**config.mk**
```make
export PLATFORM = sky130hd
export DESIGN_NAME = frog_game_controller
export DESIGN_NICKNAME = d
export VERILOG_FILES = /design/src/rtl/frog_game_controller.sv
export SDC_FILE = /design/constraint.sdc
export NUM_CORES = 1
export LEC_CHECK = 0
export CAP_MARGIN = 5
export CORE_UTILIZATION = 35
export DETAILED_ROUTE_END_ITERATION = 10
export PLACE_DENSITY_LB_ADDON = 0.25
export SLEW_MARGIN = 20
export SYNTH_ARGS = -nofsm -noshare
export SYNTH_HDL_FRONTEND = slang
export SYNTH_SLANG_ARGS = --single-unit
```
**constraint.sdc**
```tcl
create_clock -name clock -period 3.19 [get_ports clock]
set_input_delay 0.638 -clock clock [delete_from_list [all_inputs] [get_ports clock]]
set_output_delay 0.638 -clock clock [all_outputs]
set_load 0.05 [all_outputs]
```
**src/rtl/frog_game_controller.sv**
```systemverilog
// Frogger player-token controller: move arbitration with cooldown, position, lives, score and round FSM.
// Optional horizontal wrap-around at the grid edges is enabled by defining FROG_WRAP_EN.
module frog_game_controller #(
  parameter int GRID_W        = 20,
  parameter int GRID_H        = 15,
  parameter int START_X       = 10,
  parameter int START_Y       = 14,
  parameter int LIVES         = 3,
  parameter int MOVE_COOLDOWN = 4,
  parameter int HOLD_CYCLES   = 8
) (
  input  logic       clock,
  input  logic       reset_n,
  input  logic [3:0] move_req,
  input  logic       start,
  input  logic       collision,
  output logic [4:0] x_pos,
  output logic [3:0] y_pos,
  output logic [1:0] lives,
  output logic [7:0] score,
  output logic [2:0] state,
  output logic       move_ack
);

  localparam int CD_W = $clog2(MOVE_COOLDOWN + 1);
  localparam int HD_W = $clog2(HOLD_CYCLES + 1);

  localparam logic [4:0]      X_MAX      = 5'(GRID_W - 1);
  localparam logic [4:0]      X_START    = 5'(START_X);
  localparam logic [3:0]      Y_MAX      = 4'(GRID_H - 1);
  localparam logic [3:0]      Y_START    = 4'(START_Y);
  localparam logic [1:0]      LIVES_INIT = 2'(LIVES);
  localparam logic [CD_W-1:0] CD_LOAD    = CD_W'(MOVE_COOLDOWN);
  localparam logic [CD_W-1:0] CD_ONE     = CD_W'(1);
  localparam logic [HD_W-1:0] HOLD_LOAD  = HD_W'(HOLD_CYCLES);
  localparam logic [HD_W-1:0] HOLD_ONE   = HD_W'(1);

  typedef enum logic [2:0] {
    ST_IDLE = 3'd0,
    ST_PLAY = 3'd1,
    ST_DEAD = 3'd2,
    ST_GOAL = 3'd3,
    ST_OVER = 3'd4
  } state_t;

  state_t          r_state, w_state;
  logic [4:0]      r_x, w_x;
  logic [3:0]      r_y, w_y;
  logic [1:0]      r_lives, w_lives;
  logic [7:0]      r_score, w_score;
  logic            r_ack, w_ack;
  logic [CD_W-1:0] r_cd, w_cd;
  logic [HD_W-1:0] r_hold, w_hold;
  logic [3:0]      w_win;

  // Isolate the lowest set request bit: up beats left beats right beats down.
  assign w_win = move_req & (~move_req + 4'd1);

  always_ff @(posedge clock or negedge reset_n) begin
    if (!reset_n) begin
      r_state <= ST_IDLE;
      r_x     <= X_START;
      r_y     <= Y_START;
      r_lives <= LIVES_INIT;
      r_score <= 8'd0;
      r_ack   <= 1'b0;
      r_cd    <= '0;
      r_hold  <= '0;
    end else begin
      r_state <= w_state;
      r_x     <= w_x;
      r_y     <= w_y;
      r_lives <= w_lives;
      r_score <= w_score;
      r_ack   <= w_ack;
      r_cd    <= w_cd;
      r_hold  <= w_hold;
    end
  end

  always_comb begin
    w_state = r_state;
    w_x     = r_x;
    w_y     = r_y;
    w_lives = r_lives;
    w_score = r_score;
    w_ack   = 1'b0;
    w_cd    = (r_cd != '0) ? (r_cd - CD_ONE) : '0;
    w_hold  = r_hold;

    case (r_state)
      ST_IDLE: begin
        if (start) w_state = ST_PLAY;
      end

      ST_PLAY: begin
        if (collision) begin
          if (r_lives != 2'd0) w_lives = r_lives - 2'd1;
          w_hold  = HOLD_LOAD;
          w_state = ST_DEAD;
        end else if ((w_win != 4'd0) && (r_cd == '0)) begin
          // Off-grid moves are still acknowledged and still start a cooldown.
          w_ack = 1'b1;
          w_cd  = CD_LOAD;
          if (w_win[0]) begin
            if (r_y != 4'd0) w_y = r_y - 4'd1;
            if (r_y == 4'd1) begin
              if (r_score != 8'hFF) w_score = r_score + 8'd1;
              w_hold  = HOLD_LOAD;
              w_state = ST_GOAL;
            end
          end else if (w_win[1]) begin
            if (r_x != 5'd0) w_x = r_x - 5'd1;
`ifdef FROG_WRAP_EN
            else w_x = X_MAX;
`endif
          end else if (w_win[2]) begin
            if (r_x != X_MAX) w_x = r_x + 5'd1;
`ifdef FROG_WRAP_EN
            else w_x = 5'd0;
`endif
          end else begin
            if (r_y != Y_MAX) w_y = r_y + 4'd1;
          end
        end
      end

      ST_DEAD, ST_GOAL: begin
        if (r_hold <= HOLD_ONE) begin
          w_hold = '0;
          w_x    = X_START;
          w_y    = Y_START;
          if ((r_state == ST_GOAL) || (r_lives != 2'd0)) begin
            w_cd    = '0;
            w_state = ST_PLAY;
          end else begin
            w_state = ST_OVER;
          end
        end else begin
          w_hold = r_hold - HOLD_ONE;
        end
      end

      ST_OVER: begin
        if (start) begin
          w_lives = LIVES_INIT;
          w_score = 8'd0;
          w_cd    = '0;
          w_state = ST_PLAY;
        end
      end

      default: w_state = ST_IDLE;
    endcase
  end

  assign x_pos    = r_x;
  assign y_pos    = r_y;
  assign lives    = r_lives;
  assign score    = r_score;
  assign state    = r_state;
  assign move_ack = r_ack;

endmodule

```
==> flow_summary.ini, run 1 <==
[worst_hold_path]
min_from = r_cd[0]
min_path_type = flop to flop

[pwr]
p_leak_uw = 0.00112
ir_worst_vdd_v = 0.000520
power.density_nw_per_um2 = 906
total_power_uw = 2310

[logic_synthesis]
syn-cell-area_sq_um = 2050
ys_async_sr_fraction_pct = 100
synth_nets = 243
syn_avg_cell_area_sq_um = 9.34
ys_types = 61
synth_most_common_cell = dfrtp_1
synth_common_cells = dfrtp_1 (23), nor2_1 (21), inv_1 (17), nand2_1 (17), ha_1 (14)
ys_top_cells_by_area = dfrtp_1 (28%), dfstp_2 (9.0%), ha_1 (8.5%)
synth_seq_area_share_pct = 37.0
yosys_most_used_dff = dfrtp_1
synth_top_area_share_pct = 28.0
synth_enable_flop_cells = 0
synth.largest_area_cell = dfrtp_1
synth_warnings = 0
synth_cells = 220
ys_seq_elements = 30

[finish]
num-fill-cells = 540
drive_gt1_share_pct = 12.5
multi_input_area_sq_um = 1200
num_antenna_cells = 0
fin_area_sq_um = 2540
area_delta_synth_final_pct = 23.8
nNetsFinal = 278
regArea_sq_um = 759

[clocking]
clk_pin_slew_ps = 60
cts.sinks = 30
cts_root_buf = clkbuf_8
postCtsSetupBuffers = 0
hold_buffers = 0
h-tree-depth = 2
cts_inserted_buffers = 5
cts_tree = done
clkLatencyLatePin_ps = 280
clock_path_buffers = 2
ctsResizeCount = 0

[place]
placed_cell_area_sq_um = 2440
io_buffers = 30
gp_congestion = 0.820
dp_hpwl_mm = 3.32

[timing]
rsz0062_at_grt = false
hold_slack_ps = 471
drv_slew = 0
finalHoldViolCount = 0
slew_headroom_pct = 51.2
finalSetupViolCount = 0
finalClockSkew_ps = 3.07
min_period_ps = 2500
fmax_mhz = 400
fin_setup_tns_ps = 0
worst_slew_pin_slew_ps = 730
min_period_over_period_pct = 78.4

[route]
drtAntennaViolNets = 0
routedWlPerCell_um = 13.5
drc = 0
avgViaCountPerCell = 5.18
first_pass_iters = 4
first_iter_violations = 86
vias = 1698
routed_wl_mm = 4.44

[critical_path]
crit_arrival_ps = 2670
setup.worst_path.start = move_req[1]
crit_chain = clkdlybuf4s50_1 -> nand2b_1 -> fa_1 -> nor2b_1 -> o21ai_0 -> and3_1 -> o211a_1 -> a211o_1
reg2reg_from = state[2]
crit_required_ps = 3350
timing_worst_setup_path_type = primary input to flop
slowest_stage = clkdlybuf4s50_1
crit_path_start_kind = primary input
slowest_delay_ps = 560
cp-end-kind = flop
crit_path_max_fanout = 4

[floorplanning]
fp.dieH_um = 78.6
die_w_um = 78.6
pin_count = 31
dieArea_sq_um = 6180
start_util_pct = 36.9
coreArea_sq_um = 5570
rows = 27

[job]
drv_cap = 0

[grt]
globalRouteOverflowTotal = 0
grt_usage_pct = 16.5
grt_max_degree = 31
grt_pass1_wl_mm = 7.99
grt_pass1_vias = 1716
antenna_found_initial = 0

[status]
status = complete, no violations
## sequential cells by signal, indices dropped and copies added (netlist names)
signal    flops
move_ack      1
y_pos         4
lives         2
r_cd          3
score         8
state         3
r_hold        4
x_pos         5
## final cells by class
cell class / instances / share of cell area [%]
Clock inverter: 1 / 1.18
Clock buffer: 7 / 3.00
Timing Repair Buffer: 33 / 12.7
Tap cell: 72 / 3.54
Inverter: 18 / 2.66
Multi-Input combinational cell: 167 / 47.1
Sequential cell: 30 / 29.9
## path summary, 6_finish.rpt
kind                       endpoint  slack, ps  cells after the start
min in group asynchronous  x_pos[0]        750                      2
max in group asynchronous  lives[1]       2120                      2
hold reg to reg             r_cd[0]        470                      1
setup reg to reg           x_pos[4]       1070                      5
hold / removal              r_cd[0]        470                      1
setup / recovery           x_pos[4]        690                      8
## through the flow
step                std cells  setup WS [ps]  utilization [%]
CTS                       328            689             45.6
global placement          320            432             43.7
detailed placement        320            406             43.7
global route              328            575             45.6
finish                    328            689             45.6
floorplan                 220            859                -
## layer usage
metal | share of wire [%] | vias to the layer above | GRT usage, %
li1 | - | 862 | -
met5 | 0 | - | 0
met1 | 51 | 800 | 22.8
met2 | 44 | 31 | 25.6
met4 | 1.4 | 0 | 5.00
met3 | 3.7 | 5 | 3.60
## cells by family (layout without fill, tap and decap cells)
kind of cell               count (synthesis)  count (layout)  synth area share (%)
and+or+nand+nor                           89              89                  26.0
adders and majority gates                 15              15                  9.50
DFF                                       30              30                  37.0
AOI/OAI and AO/OA                         52              52                  17.6
muxes                                      6               6                  3.05
buffers and inverters                     23              59                  4.75
xor gates and xnor gates                   5               5                  2.13
## report_power, final
group	switching, uW	internal (uW)	total, uW	leakage (uW)
clock network	141	233	374	0.0000524
registers	150	533	683	0.000372
logic	772	476	1250	0.000698
## cells in the final DEF, fill, tap and decap left out, types with 3 or more instances in the layout
cell type	Yosys	final
nand4_1	3	3
and3_1	3	3
clkdlybuf4s50_1	0	30
dfrtp_1	23	23
dfstp_2	7	7
ha_1	14	14
a21oi_1	11	11
nand3_1	10	10
clkbuf_8	0	5
nor3_1	6	6
nand2b_1	5	5
inv_1	17	17
nor2_1	21	21
o2bb2ai_1	4	4
o21ai_0	13	13
nand4b_1	3	3
and2_1	3	3
mux2i_1	4	4
o21a_1	3	3
a21o_1	3	3
nand2_1	17	17
xor2_1	4	4
buf_4	1	3
## critical path: cells and delay by family
kind | cells | cell delay, ps
adder cells (fa/ha/maj) | 1 | 410
buffers and inverters | 1 | 560
AO/OA/AOI/OAI | 3 | 530
AND/OR/NAND/NOR | 3 | 530
(Power assumes the default switching activity.)
==> inputs of run 2 (changes only) <==
==> constraint.sdc (replaced) <==
create_clock -name clock -period 2.3 [get_ports clock]
set_input_delay 0.46 -clock clock [delete_from_list [all_inputs] [get_ports clock]]
set_output_delay 0.46 -clock clock [all_outputs]
set_load 0.05 [all_outputs]
==> flow_summary.ini, run 2 (same netlist as run 1, synthesis figures left out) <==
[grt]
grt_pass1_vias = 1780
globalRouteOverflowTotal = 0
antenna_found_initial = 0
grt_max_degree = 31
grt_pass1_wl_mm = 8.36
grt_usage_pct = 17.2

[timing]
worst_slew_pin_slew_ps = 505
drv_slew = 0
min_period_over_period_pct = 93.9
fmax_mhz = 463
hold_slack_ps = 471
finalHoldViolCount = 0
fin_ws_ps = 139
finalSetupViolCount = 0
rsz0062_at_grt = false
fin_setup_tns_ps = 0
slew_headroom_pct = 66.2
finalClockSkew_ps = 1.60
min_period_ps = 2160

[clocking]
clk_pin_slew_ps = 70
h-tree-depth = 2
clock_path_buffers = 2
cts_root_buf = clkbuf_8
cts.sinks = 30
clkLatencyLatePin_ps = 280
cts_tree = done
cts_inserted_buffers = 5

[place]
dp_hpwl_mm = 3.55
io_buffers = 30
placed_cell_area_sq_um = 2600
pre_cts_slack_ps = -185
gp_congestion = 0.864

[critical_path]
crit_chain = clkdlybuf4s50_1 -> nand2b_1 -> fa_1 -> nor2b_2 -> o21ai_1 -> and3_1 -> o211a_1 -> a211o_1
critPathBufInv = 1
crit_path_max_fanout = 3
path_depth = 8
slowest_stage = clkdlybuf4s50_1
crit_path_start_kind = primary input
ff2ff_setup_slack_ps = 270
crit_arrival_ps = 2330
r2r_cells = 7
crit_required_ps = 2470
timing_worst_setup_path_type = primary input to flop
cp-end-kind = flop
crit_family = simple AND/OR/NAND/NOR gates
slowest_delay_ps = 420

[route]
wl_met1_mm = 2.40
routed_wl_mm = 4.67
met3WireLength_um = 187
routedWlPerCell_um = 13.3
drc = 0
dr_wl_met2_mm = 2.02
routed.top_layer = met4
avgViaCountPerCell = 5.17
drtAntennaViolNets = 0
first_iter_violations = 64
first_pass_iters = 4
vias = 1809

[worst_hold_path]
min_path_type = flop to flop
holdPathStages = 1

[finish]
nNetsFinal = 300
drive_gt1_share_pct = 20.5
area_delta_synth_final_pct = 31.1
mostFrequentLayoutCells = clkdlybuf4s50_1 (29), buf_4 (26), dfrtp_1 (23)
largest_register_ffs = 8
num_antenna_cells = 0
final_common_cell = clkdlybuf4s50_1
fin_area_sq_um = 2690

[pwr]
p_leak_uw = 0.00123
total_power_uw = 3310
power.density_nw_per_um2 = 1230
ir_worst_vdd_v = 0.000633

[floorplanning]
rows = 27
start_util_pct = 36.9
pin_count = 31
die_w_um = 78.6
coreArea_sq_um = 5570
dieArea_sq_um = 6180
fp.dieH_um = 78.6

[status]
status = complete, no violations

[job]
drv_cap = 0
run 2: cell count changes in the layout (fill, tap and decap cells not counted), sizes merged:
cell           before  now
bufinv              1    0
buf                 3   26
clkinv              0    1
clkdlybuf4s50      30   29
run 2: what timing repair did:
action | CTS | global route
setup buffers | 0 | 0
endpoints found under the setup margin | 0 | 1
gates resized for setup | 0 | 2
hold buffers | 0 | 0
run 2: cell type report:
class | instances | area (sq um)
Multi-Input combinational cell | 167 | 1200
Fill cell | 577 | 2880
Timing Repair Buffer | 55 | 485
Clock buffer | 7 | 86.3
Inverter | 18 | 67.6
Clock inverter | 1 | 5.00
Sequential cell | 30 | 759
Tap cell | 72 | 90.1
run 2: layer usage:
layer / global-route usage [%] / up-vias
met5: 0 / -
met4: 5.19 / 0
met3: 3.95 / 6
met2: 25.7 / 38
met1: 24.4 / 855
li1: - / 910
run 2: path summary, 6_finish.rpt:
| kind | from | to |
|---|---|---|
| min in group asynchronous | reset_n | y_pos[0] |
| hold reg to reg | r_cd[0] | r_cd[0] |
| max in group asynchronous | reset_n | lives[1] |
| hold / removal | r_cd[0] | r_cd[0] |
| setup reg to reg | r_cd[0] | y_pos[3] |
| setup / recovery | move_req[0] | x_pos[4] |
run 2: power by group:
group | internal (uW) | switching (uW) | leakage, uW
logic | 794 | 1140 | 0.000807
clock network | 241 | 204 | 0.0000482
registers | 740 | 190 | 0.000372
run 2: metrics by stage:
step | std cells | utilization, %
floorplan | 220 | -
global placement | 342 | 46.6
detailed placement | 342 | 46.6
CTS | 350 | 48.3
global route | 350 | 48.3
finish | 350 | 48.3
